--- config.mk ---
export PLATFORM = sky130hd
export DESIGN_NAME = mips_seq_ctrl
export DESIGN_NICKNAME = d
export VERILOG_FILES = /design/src/rtl/mips_seq_ctrl.sv
export SDC_FILE = /design/constraint.sdc
export NUM_CORES = 1
export LEC_CHECK = 0
export ABC_AREA = 1
export CORE_ASPECT_RATIO = 0.9
export CORE_MARGIN = 2
export CORE_UTILIZATION = 40
export CTS_CLUSTER_DIAMETER = 50
export DETAILED_ROUTE_END_ITERATION = 10
export PLACE_DENSITY = 0.71
export SETUP_SLACK_MARGIN = 0.3
export SLEW_MARGIN = 20
export SYNTH_ARGS = -nofsm -noshare
export SYNTH_HDL_FRONTEND = slang
export SYNTH_SLANG_ARGS = --single-unit
--- constraint.sdc ---
create_clock -name Clk_O -period 2.83 [get_ports Clk_O]
set_clock_uncertainty 0.2 [all_clocks]
set_input_delay 0.566 -clock Clk_O [delete_from_list [all_inputs] [get_ports Clk_O]]
set_output_delay 0.566 -clock Clk_O [all_outputs]
set_load 0.02 [all_outputs]
--- src/rtl/mips_seq_ctrl.sv ---
// Multi-cycle phase sequencer for the 8-bit MIPS datapath.
// Define MIPS_SEQ_DEBOUNCE_EN to filter the Step pushbutton.
module mips_seq_ctrl #(
  parameter int TICK_DIV        = 25_000_000,
  parameter int DEBOUNCE_CYCLES = 500_000
) (
  input  logic       Clk_O,
  input  logic       Reset,
  input  logic       Run,
  input  logic       Step,
  input  logic       Halt_Req,
  input  logic [1:0] Opcode,
  output logic       IR_Load,
  output logic       Reg_Read_En,
  output logic       Mem_Read_En,
  output logic       Mem_Write_En,
  output logic       Reg_Write_En,
  output logic       PC_En,
  output logic       PC_Sel,
  output logic [2:0] Phase,
  output logic       Busy,
  output logic       Halted,
  output logic [7:0] Retired
);

  typedef enum logic [2:0] {
    S_IDLE   = 3'd0,
    S_FETCH  = 3'd1,
    S_DECODE = 3'd2,
    S_EXEC   = 3'd3,
    S_MEM    = 3'd4,
    S_WB     = 3'd5,
    S_PCUPD  = 3'd6,
    S_HALT   = 3'd7
  } state_t;

  localparam logic [1:0] OP_R  = 2'b00;
  localparam logic [1:0] OP_LW = 2'b01;
  localparam logic [1:0] OP_SW = 2'b10;
  localparam logic [1:0] OP_BR = 2'b11;

  localparam int TW = $clog2(TICK_DIV);

  if (TICK_DIV < 2 || DEBOUNCE_CYCLES < 1) begin : g_param_chk
    $error("mips_seq_ctrl: TICK_DIV/DEBOUNCE_CYCLES out of range");
  end

  state_t         state_q;
  state_t         state_d;
  logic [1:0]     op_q;
  logic [TW-1:0]  tick_cnt;
  logic           tick;
  logic           step_s1;
  logic           step_s2;
  logic           step_lvl;
  logic           step_lvl_q;
  logic           step_pulse;

  // Free-running launch pacer; never gated by the FSM.
  assign tick = (tick_cnt == TW'(TICK_DIV - 1));

  always_ff @(posedge Clk_O or posedge Reset) begin
    if (Reset)
      tick_cnt <= '0;
    else if (tick)
      tick_cnt <= '0;
    else
      tick_cnt <= tick_cnt + 1'b1;
  end

  always_ff @(posedge Clk_O or posedge Reset) begin
    if (Reset) begin
      step_s1 <= 1'b0;
      step_s2 <= 1'b0;
    end else begin
      step_s1 <= Step;
      step_s2 <= step_s1;
    end
  end

`ifdef MIPS_SEQ_DEBOUNCE_EN
  localparam int DW = $clog2(DEBOUNCE_CYCLES + 1);

  logic [DW-1:0] db_cnt;
  logic          db_lvl;

  // Level only moves after DEBOUNCE_CYCLES consecutive disagreeing samples.
  always_ff @(posedge Clk_O or posedge Reset) begin
    if (Reset) begin
      db_cnt <= '0;
      db_lvl <= 1'b0;
    end else if (step_s2 == db_lvl) begin
      db_cnt <= '0;
    end else if (db_cnt == DW'(DEBOUNCE_CYCLES - 1)) begin
      db_cnt <= '0;
      db_lvl <= step_s2;
    end else begin
      db_cnt <= db_cnt + 1'b1;
    end
  end

  assign step_lvl = db_lvl;
`else
  assign step_lvl = step_s2;
`endif

  always_ff @(posedge Clk_O or posedge Reset) begin
    if (Reset) begin
      step_lvl_q <= 1'b0;
      step_pulse <= 1'b0;
    end else begin
      step_lvl_q <= step_lvl;
      step_pulse <= step_lvl & ~step_lvl_q;
    end
  end

  always_ff @(posedge Clk_O or posedge Reset) begin
    if (Reset) begin
      state_q <= S_IDLE;
      op_q    <= OP_R;
      Retired <= 8'd0;
    end else begin
      state_q <= state_d;
      if (state_q == S_DECODE)
        op_q <= Opcode;
      if (state_q == S_PCUPD)
        Retired <= Retired + 8'd1;
    end
  end

  always_comb begin
    state_d = state_q;
    unique case (state_q)
      S_IDLE: begin
        if (Halt_Req)
          state_d = S_HALT;
        else if (Run && tick)
          state_d = S_FETCH;
        else if (!Run && step_pulse)
          state_d = S_FETCH;
      end
      S_FETCH:  state_d = S_DECODE;
      S_DECODE: state_d = S_EXEC;
      S_EXEC: begin
        unique case (op_q)
          OP_R:    state_d = S_WB;
          OP_LW:   state_d = S_MEM;
          OP_SW:   state_d = S_MEM;
          default: state_d = S_PCUPD;
        endcase
      end
      S_MEM:   state_d = (op_q == OP_LW) ? S_WB : S_PCUPD;
      S_WB:    state_d = S_PCUPD;
      S_PCUPD: state_d = S_IDLE;
      S_HALT:  state_d = Halt_Req ? S_HALT : S_IDLE;
      default: state_d = S_IDLE;
    endcase
  end

  always_comb begin
    IR_Load      = 1'b0;
    Reg_Read_En  = 1'b0;
    Mem_Read_En  = 1'b0;
    Mem_Write_En = 1'b0;
    Reg_Write_En = 1'b0;
    PC_En        = 1'b0;
    unique case (state_q)
      S_FETCH:  IR_Load     = 1'b1;
      S_DECODE: Reg_Read_En = 1'b1;
      S_MEM: begin
        Mem_Read_En  = (op_q == OP_LW);
        Mem_Write_En = (op_q == OP_SW);
      end
      S_WB:     Reg_Write_En = 1'b1;
      S_PCUPD:  PC_En        = 1'b1;
      default:  ;
    endcase
    PC_Sel = (op_q == OP_BR);
    Phase  = state_q;
    Busy   = (state_q != S_IDLE) && (state_q != S_HALT);
    Halted = (state_q == S_HALT);
  end

endmodule
==> insert_results.sql <==
INSERT INTO impl_metrics (metric_group, metric, value, unit) VALUES
('worst_setup_path', 'end_kind', 'output port', ''),
('global_route', 'grt_pass1_vias', '1954', ''),
('synth', 'synth.largest_area_cell', 'sky130_fd_sc_hd__dfrtp_1', ''),
('global_route', 'grt_first_pass_wirelength', '8.914', 'mm'),
('synth', 'synth_cell_types', '21', ''),
('min_path', 'hold_path_class', 'register to register', ''),
('synth', 'ff_latch_count_synth', '42', ''),
('worst_setup_path', 'max_stage_delay', '430', 'ps'),
('clock_network', 'cts_tree', 'built', ''),
('timing', 'fin_setup_tns', '0', 'ps'),
('clock_network', 'clock_tree.buffer_depth', '2', ''),
('timing', 'setup_viol', '0', ''),
('synth', 'synth_sequential_area_ratio', '45.06', '%'),
('route', 'violation_count_after_the_first_detailed_route_iteration', '151', ''),
('status', 'status', 'completed', ''),
('finish', 'n_antenna_cell', '0', ''),
('route', 'drcViolationCount', '0', ''),
('die', 'design.die.area', '0.006458', 'mm2'),
('finish', 'most-common-layout-cells', 'sky130_fd_sc_hd__nand2_1 (84), sky130_fd_sc_hd__nor2_1 (63), sky130_fd_sc_hd__inv_1 (47), sky130_fd_sc_hd__dfrtp_1 (41), sky130_fd_sc_hd__clkdlybuf4s50_1 (18)', ''),
('timing', 'worst_pin_slew', '528.6', 'ps'),
('finish', 'fraction_of_final_layout_cells_sized_beyond_drive_strength_1', '7.407', '%'),
('power', 'worst_ir_drop_vdd', '0.3559', 'mV'),
('timing', 'ratio_of_final_minimum_period_to_clock_period', '83.98', '%'),
('timing', 'timing.fmax', '0.4208', 'GHz'),
('clock_network', 'cts.sinks', '42', ''),
('finish', 'areaGrowthSynthToFinish', '19.21', '%'),
('worst_setup_path', 'crit_path_start_kind', 'register', ''),
('clock_network', 'cts_hold_repair.buffers', '0', ''),
('synth', 'synthesis.nets', '326', ''),
('route', 'antenna_violating_nets_post_route', '0', ''),
('power', 'totalPowerFinal', '0.001743', 'W'),
('die', 'dieWidth', '84.49', 'um'),
('worst_setup_path', 'timing.critical_path.cells', 'inv_1, nand3_1, nor3_1, dlygate4sd2_1', ''),
('run', 'maxCapViolations', '0', ''),
('finish', 'final_common_cell', 'sky130_fd_sc_hd__nand2_1', ''),
('route', 'routedWlPerCell', '11.84', 'um'),
('die', 'initial_core_util', '41.20', '%'),
('place', 'post_dp_hpwl', '3.752', 'mm'),
('clock_network', 'clock_latency', '300', 'ps'),
('timing', 'setup_repair_after_global_routing_missed_its_margin', 'no', ''),
('clock_network', 'cts-htree-levels', '2', ''),
('die', 'rows', '26', ''),
('worst_setup_path', 'critPathSlowestCell', 'sky130_fd_sc_hd__dfrtp_1', ''),
('die', 'io_pins', '27', ''),
('finish', 'design.final.nets', '359', ''),
('global_route', 'grt_use_total', '17.02', '%'),
('worst_setup_path', 'worstSetupPathType', 'register to output port', ''),
('route', 'detail_route.wirelength', '4.985', 'mm'),
('synth', 'synth_warnings', '0', ''),
('timing', 'finalHoldViolCount', '0', ''),
('global_route', 'grt-ovfl-total', '0', ''),
('timing', 'post-route-min-period', '2377', 'ps'),
('worst_setup_path', 'maximum_fanout_along_the_worst_path', '5', ''),
('place', 'numPortBuffers', '26', ''),
('worst_setup_path', 'crit_arrival', '1610', 'ps'),
('synth', 'synth.top_cells.by_area', 'sky130_fd_sc_hd__dfrtp_1 (45%), sky130_fd_sc_hd__nand2_1 (14%), sky130_fd_sc_hd__nor2_1 (10%)', ''),
('power', 'p_leak', '1.356', 'nW'),
('route', 'first_pass_iters', '4', ''),
('worst_setup_path', 'worstPathRequired', '2060', 'ps'),
('synth', 'syn-mean-instance-area', '7.357', 'um2'),
('global_route', 'grt_antenna_before_repair', '0', ''),
('clock_network', 'path_clk_slew', '80', 'ps'),
('timing', 'max_slew_margin', '64.76', '%'),
('timing', 'final-max-slew-violation-count', '0', ''),
('die', 'core_area', '0.005660', 'mm2'),
('die', 'die-height', '76.44', 'um'),
('route', 'avgViaCountPerCell', '4.857', ''),
('clock_network', 'ctsRootBufferMaster', 'sky130_fd_sc_hd__clkbuf_8', ''),
('route', 'dr_total_vias', '2045', ''),
('worst_setup_path', 'worst-r2r-setup-slack', '990', 'ps'),
('place', 'gp_congestion', '0.9011', ''),
('global_route', 'grt_start_max_net_pins', '43', ''),
('clock_network', 'tritoncts.num_buffers', '5', ''),
('synth', 'synthesis.area', '0.002332', 'mm2'),
('synth', 'synth_cells', '317', ''),
('synth', 'yosys.area.top_type_share', '45.06', '%'),
('power', 'pwr_density_cell', '627.1', 'mW/mm2');
-- metal layers --
layer | vias to the layer above | wire length (um) | track usage (%)
li1 | 1041 | - | -
met1 | 949 | 2349 | 22.78
met2 | 48 | 2337 | 27.48
met3 | 7 | 223 | 3.250
met4 | 0 | 74 | 6.190
met5 | - | 0 | 0
-- report_power, final --
| part | internal [W] | switching [W] | total, W |
|---|---|---|---|
| Combinational | 0.000245 | 0.000356 | 0.000601 |
| Clock | 0.000173 | 0.000218 | 0.000391 |
| Sequential | 0.000672 | 0.0000794 | 0.000751 |
-- final timing paths --
check / start / to / depth (start not counted)
worst max-delay path: Phase[1] / Mem_Read_En / 4
worst min-delay path: step_s1 / step_lvl / 0
worst max register to register: tick_cnt[0] / tick_cnt[14] / 6
worst min register to register: step_s1 / step_lvl / 0
max in group asynchronous: Reset / Phase[2] / 3
min in group asynchronous: Reset / step_s1 / 3
-- timing repair --
action	CTS	global route
endpoints found under the setup margin	6	5
resized for setup	4	5
cloned	0	0
endpoints found under the hold margin	0	0
buffers inserted	0	0
-- through the flow --
| step | cells | instance area [um2] | hold WS (ps) | util (%) | setup WS (ps) |
|---|---|---|---|---|---|
| floorplan | 317 | 2332 | 131.2 | - | 797.3 |
| global placement | 413 | 2680 | 136.2 | 47.35 | 520.6 |
| detailed placement | 413 | 2680 | 135.5 | 47.35 | 494.6 |
| CTS | 421 | 2768 | 156.3 | 48.89 | 238.2 |
| global route | 421 | 2780 | 159.0 | 49.12 | 323.3 |
| finish | 421 | 2780 | 154.1 | 49.12 | 453.3 |
-- cell families (layout without fill, tap and decap cells) --
family	Yosys count	after routing	share of synthesized area, %
xor gates and xnor gates	18	18	6.760
buffers and inverters	50	84	8.208
DFF	42	42	45.06
adders and majority gates	2	2	1.073
AOI/OAI and AO/OA	11	11	2.468
and+or+nand+nor	194	194	36.43
-- worst max-delay path, delay by kind of cell (launching register included) --
family	cells	cell delay, ps
and+or+nand+nor	2	360
DFF	1	430
buffers and inverters	2	530
-- state kept, by name, summed over array words and instances, names as in the netlist --
name / cells
Phase: 3
Retired: 8
op_q: 2
step_lvl: 1
step_lvl_q: 1
step_pulse: 1
step_s1: 1
tick_cnt: 25
-- synthesized netlist by cell type --
cell	count
sky130_fd_sc_hd__xor2_1	15
sky130_fd_sc_hd__nor3_1	10
sky130_fd_sc_hd__nand4_1	6
sky130_fd_sc_hd__xnor2_1	3
sky130_fd_sc_hd__nand3_1	13
sky130_fd_sc_hd__nand3_2	3
sky130_fd_sc_hd__nand2_1	84
sky130_fd_sc_hd__nor2_2	6
sky130_fd_sc_hd__nor3_2	2
sky130_fd_sc_hd__buf_4	1
sky130_fd_sc_hd__a211oi_1	1
sky130_fd_sc_hd__o21ai_0	7
sky130_fd_sc_hd__nor2_4	2
sky130_fd_sc_hd__inv_1	48
sky130_fd_sc_hd__a21oi_1	3
sky130_fd_sc_hd__inv_2	1
sky130_fd_sc_hd__nand2_2	2
sky130_fd_sc_hd__dfrtp_1	42
sky130_fd_sc_hd__ha_1	2
sky130_fd_sc_hd__nand3b_1	3
sky130_fd_sc_hd__nor2_1	63
-- area by class of cell --
| cell class | count | area, um2 |
|---|---|---|
| multi-input cells | 225 | 1090 |
| inverters | 49 | 183.9 |
| clock buffers | 5 | 68.82 |
| repair buffers | 27 | 276.5 |
| well taps | 70 | 87.58 |
| clock inverters | 3 | 21.27 |
| fillers | 581 | 2880 |
| flip-flops and latches | 42 | 1052 |
Note: power is estimated with default switching activity, not from simulation.
